[config.mk]
export PLATFORM = sky130hd
export DESIGN_NAME = df_deadlock_detector
export DESIGN_NICKNAME = d
export VERILOG_FILES = /design/src/rtl/df_deadlock_pkg.sv /design/src/rtl/df_proc_activity_tracker.sv /design/src/rtl/df_deadlock_detector.sv
export SDC_FILE = /design/constraint.sdc
export NUM_CORES = 1
export LEC_CHECK = 0
export CORE_UTILIZATION = 50
export DETAILED_ROUTE_END_ITERATION = 10
export PLACE_DENSITY_LB_ADDON = 0.3
export SYNTH_ARGS = -nofsm -noshare
export SYNTH_HDL_FRONTEND = slang
export SYNTH_SLANG_ARGS = --single-unit
[constraint.sdc]
create_clock -name clock -period 4.95 [get_ports clock]
set_input_delay 1.485 -clock clock [delete_from_list [all_inputs] [get_ports clock]]
set_output_delay 1.485 -clock clock [all_outputs]
set_load 0.03 [all_outputs]
[src/rtl/df_deadlock_pkg.sv]
// Shared types for the dataflow deadlock watchdog: FSM states and deadlock_kind codes.
package df_deadlock_pkg;

  typedef enum logic [1:0] {
    IDLE     = 2'd0,
    WATCH    = 2'd1,
    DEADLOCK = 2'd2,
    DONE     = 2'd3
  } state_e;

  localparam logic [1:0] KIND_NONE  = 2'd0;
  localparam logic [1:0] KIND_IN    = 2'd1;
  localparam logic [1:0] KIND_OUT   = 2'd2;
  localparam logic [1:0] KIND_MIXED = 2'd3;

endpackage

[src/rtl/df_proc_activity_tracker.sv]
// One process's active bit: set by its start handshake, cleared by its done handshake.
module df_proc_activity_tracker (
  input  logic clock,
  input  logic reset,
  input  logic proc_start,
  input  logic proc_done,
  output logic active
);

  // A start coinciding with a done means a new invocation began, so start wins.
  always_ff @(posedge clock or posedge reset) begin
    if (reset)
      active <= 1'b0;
    else if (proc_start)
      active <= 1'b1;
    else if (proc_done)
      active <= 1'b0;
  end

endmodule

[src/rtl/df_deadlock_detector.sv]
// Dataflow deadlock watchdog: flags when all active processes stay stalled for TIMEOUT cycles.
// Optional stall_max watermark register enabled by DF_DEADLOCK_WATERMARK_EN.
//
// state    | meaning
// IDLE     | no process active, nothing to watch
// WATCH    | processes active, counting consecutive all-stalled cycles
// DEADLOCK | deadlock declared; terminal until reset, outputs hold
// DONE     | finish seen; terminal, detection stopped, stall_run frozen
module df_deadlock_detector
  import df_deadlock_pkg::*;
#(
  parameter int NUM_PROC = 2,
  parameter int TIMEOUT  = 1024,
  parameter int CNT_W    = 32
) (
  input  logic                clock,
  input  logic                reset,
  input  logic [NUM_PROC-1:0] proc_start,
  input  logic [NUM_PROC-1:0] proc_done,
  input  logic [NUM_PROC-1:0] proc_cin_stall,
  input  logic [NUM_PROC-1:0] proc_cout_stall,
  input  logic                region_idle,
  input  logic                finish,
  output logic                find_df_deadlock,
  output logic [NUM_PROC-1:0] deadlock_mask,
  output logic [1:0]          deadlock_kind,
  output logic [CNT_W-1:0]    stall_run,
  output logic [CNT_W-1:0]    stall_max
);

  // Threshold compare is done at >=32 bits so a narrow counter never aliases TIMEOUT-1.
  localparam int              CMP_W  = (CNT_W > 32) ? CNT_W : 32;
  localparam logic [CMP_W-1:0] THRESH = CMP_W'(TIMEOUT - 1);

  state_e              state_q, state_d;
  logic [CNT_W-1:0]    run_q, run_d;
  logic [NUM_PROC-1:0] mask_q, mask_d;
  logic [1:0]          kind_q, kind_d;
  logic [NUM_PROC-1:0] active;
  logic [NUM_PROC-1:0] stalled;
  logic [NUM_PROC-1:0] cin_only;
  logic [NUM_PROC-1:0] cout_only;
  logic                all_stalled;
  logic                progress;
  logic                at_thresh;

  for (genvar i = 0; i < NUM_PROC; i++) begin : g_track
    df_proc_activity_tracker u_track (
      .clock      (clock),
      .reset      (reset),
      .proc_start (proc_start[i]),
      .proc_done  (proc_done[i]),
      .active     (active[i])
    );
  end

  assign stalled     = proc_cin_stall | proc_cout_stall;
  assign cin_only    = proc_cin_stall & ~proc_cout_stall;
  assign cout_only   = proc_cout_stall & ~proc_cin_stall;
  assign all_stalled = (|active) & ~(|(active & ~stalled)) & ~region_idle;
  assign progress    = (|proc_start) | (|proc_done) | (|(active & ~stalled));
  assign at_thresh   = (CMP_W'(run_q) == THRESH);

  always_comb begin
    state_d = state_q;
    run_d   = run_q;
    mask_d  = mask_q;
    kind_d  = kind_q;
    case (state_q)
      IDLE: begin
        if (finish)
          state_d = DONE;
        else if (|active)
          state_d = WATCH;
      end
      WATCH: begin
        if (finish) begin
          state_d = DONE;
        end else if (~(|active)) begin
          state_d = IDLE;
          run_d   = '0;
        end else if (all_stalled && !progress) begin
          run_d = (&run_q) ? run_q : run_q + CNT_W'(1);
          if (at_thresh) begin
            state_d = DEADLOCK;
            mask_d  = active;
            if ((active & ~cin_only) == '0)
              kind_d = KIND_IN;
            else if ((active & ~cout_only) == '0)
              kind_d = KIND_OUT;
            else
              kind_d = KIND_MIXED;
          end
        end else begin
          run_d = '0;
        end
      end
      DEADLOCK: ;
      DONE:     ;
      default:  state_d = IDLE;
    endcase
  end

  always_ff @(posedge clock or posedge reset) begin
    if (reset) begin
      state_q <= IDLE;
      run_q   <= '0;
      mask_q  <= '0;
      kind_q  <= KIND_NONE;
    end else begin
      state_q <= state_d;
      run_q   <= run_d;
      mask_q  <= mask_d;
      kind_q  <= kind_d;
    end
  end

  assign find_df_deadlock = (state_q == DEADLOCK);
  assign deadlock_mask    = mask_q;
  assign deadlock_kind    = kind_q;
  assign stall_run        = run_q;

`ifdef DF_DEADLOCK_WATERMARK_EN
  logic [CNT_W-1:0] max_q;

  // Tracks the registered run, so it lags stall_run by one cycle; frozen once terminal.
  always_ff @(posedge clock or posedge reset) begin
    if (reset)
      max_q <= '0;
    else if (((state_q == IDLE) || (state_q == WATCH)) && (run_q > max_q))
      max_q <= run_q;
  end

  assign stall_max = max_q;
`else
  assign stall_max = '0;
`endif

endmodule

==> results.toml <==
[outcome]
outcome = "finished clean"

[global_route]
gr-usage-met3 = 0.0352
antenna_found_initial = 0
grt_pass1_vias = 2184
grt_max_degree = 41
grt_use_met1 = 0.318
grt_pass1_wl_microns = 10200
busiest_layer = "met2"
grt-ovfl-total = 0
gr-usage-met2 = 0.394
grt_use_total = 0.242

[worst_setup_path]
critPathCaptureType = "flop"
r2r-start = "stall_run[0]"
r2r_end = "stall_run[31]"
crit_fanout = 18
rr_worst_depth = 8
cp.required_ns = 5.15
reg2reg_slack_ns = 2.18
crit_start = "proc_start[1]"
critical_path_class = "in -> reg"
endpoint = "stall_run[31]"
cp_data_arrival_time_ns = 4.13
worstSetupStartpointType = "input port"

[sta]
finClkSkew_ns = 0.00688
period_share = 0.795
rsz0062_at_grt = "false"
min_period_ns = 3.94
tightest_slew_ns = 0.772
finalHoldViolCount = 0
fin_tns_setup_ns = 0
slew_viol_final = 0
holdWs_ns = 0.514
finalSetupViolCount = 0
clock.fmax_ghz = 0.254
relSlewSlack = 0.484
setup_ws_ns = 1.01

[logic_synthesis]
yosysTopAreaCellShare = 0.381
synth_area_sq_mm = 0.00263
async_reset_ff_frac = 1.00
yosysTopAreaCell = "dfrtp_1"
yosys_warnings = 0
ys_top_cells_by_area = "dfrtp_1, buf_4, o31ai_1, nand2_1, o21ai_0"
ys_ff_latch = 40
synthFlopType = "dfrtp_1"
synth.avg_cell_area_sq_um = 8.51
synth-edff-count = 0
synth_seq_area_share = 0.381
yosysUniqueCellTypes = 52
syn_inst = 309

[final_layout]
area_growth_pct = 19.7
antenna_cells = 0
nFillCells = 469
multi_input_area_sq_mm = 0.00140
final_layout_size_suffix_gt1_frac = 0.0793
nNetsFinal = 365
fin_util = 0.621
ff_latch_area_sq_mm = 0.00100

[floorplan]
num_rows = 26
die_w_microns = 74.5
start_util = 0.518
top_level_ports = 81
die_h_microns = 74.5
core-area_sq_mm = 0.00507
dieArea_sq_mm = 0.00555

[flow_run]
max_cap_viol_count = 0

[placement]
portBuffers = 48
dpl.hpwl_microns = 4390
place_ws_ns = 0.744
place_congestion = 0.832

[detailed_routing]
via_count = 2459
drt-total-wl_microns = 6310
drtPass1Iterations = 5
wl_per_cell_microns = 14.9
vias_per_cell = 5.81
drc_errors = 0
drtIter0Drc = 190
drtAntennaViolNets = 0

[power]
p_leak_nw = 1.33
power_w = 0.000683
powerDensity_mw_per_mm2 = 217
irDropWorstVdd_uv = 130

[clock_tree]
cts_tree = "yes"
clk_latency_ns = 0.30
cts_buffers = 5
hold_buffers = 0
postCtsSetupBuffers = 0
clock-sinks = 40
ctsResizeCount = 0
clock_path_buffers = 2
clk_pin_slew_ns = 0.08
cts-htree-levels = 2
root_buffer = "clkbuf_8"

[min_path]
hold_path.class = "reg -> reg"
==> critical path, cell delays in order <==
cell and delay, ns:
clkdlybuf4s50_1 0.42, or4_4 0.53, nor3_2 0.16, nand2_1 0.34, buf_4 0.30, o21ai_2 0.56
o21ai_0 0.22, o31ai_1 0.11
==> cell usage after synthesis (all sizes together) (8+ instances only) <==
library cell and instances:
nand4 11, and2 9, and3 8, a21oi 13
o31ai 19, nor3 10, o21ai 28, inv 11
nand3 22, dfrtp 40, buf 41, nand2 37
nor2 8
==> final cells by class <==
class	instances	area share
Timing Repair Buffer	52	0.162
Clock inverter	3	0.0135
Sequential cell	40	0.318
Inverter	11	0.0131
Multi-Input combinational cell	242	0.444
Clock buffer	5	0.0219
Tap cell	70	0.0278
==> placed cells by master (no fill, tap or decap), drive strengths merged, types with 5 or more instances in the layout <==
cell type      netlist  layout
nand4               11      11
o21ai               28      28
nor4                 7       7
dfrtp               40      40
nor3                10      10
clkbuf               6       5
nor2                 8       8
conb                 1      32
and2                 9       9
inv                 11      11
clkdlybuf4s50        0      48
a21oi               13      13
nand3               22      22
and3                 8       8
nand2               37      37
o31ai               19      19
==> through the flow <==
step / instances / area (sq um)
finish: 423 / 3150
global route: 423 / 3150
CTS: 423 / 3150
detailed placement: 415 / 3040
global placement: 415 / 3040
floorplan: 340 / 2750
==> report_power, final <==
part	switching (W)	internal (W)	total, W	leakage (nW)
registers	0.00000672	0.000330	0.000336	0.539
logic	0.0000539	0.0000189	0.0000728	0.733
clock network	0.000125	0.000149	0.000274	0.0541
total	0.000185	0.000498	0.000683	1.33
==> cells by family (layout without fill, tap and decap cells) <==
kind of cell / count (synthesis) / after routing / synth area share
buffers and inverters: 58 / 71 / 0.132
adder cells (fa/ha/maj): 1 / 1 / 0.00476
multiplexers: 5 / 5 / 0.0209
other: 1 / 32 / 0.00143
flip-flops: 40 / 40 / 0.381
AND/OR/NAND/NOR: 121 / 121 / 0.254
AO/OA/AOI/OAI: 83 / 83 / 0.206
==> worst min path at each step <==
stage / start / endpoint / slack (ns) / cells past startpoint
floorplan: state_q[1] / state_q[1] / 0.45 / 2
CTS: deadlock_kind[0] / deadlock_kind[0] / 0.52 / 1
global placement: deadlock_kind[1] / deadlock_kind[1] / 0.49 / 1
global route: deadlock_mask[1] / deadlock_mask[1] / 0.54 / 1
detailed placement: state_q[1] / state_q[1] / 0.49 / 2
finish: deadlock_mask[1] / deadlock_mask[1] / 0.51 / 1
==> registers in the layout, indices dropped and copies added (netlist names) <==
register,flops
g_track.u_track.active,2
state_q,2
deadlock_mask,2
deadlock_kind,2
stall_run,32
==> routing by layer <==
metal / vias up / wire, microns
met5: - / 0
met4: 0 / 127
met3: 15 / 353
met2: 101 / 2960
met1: 1180 / 2870
li1: 1163 / -
(Power assumes the default switching activity.)
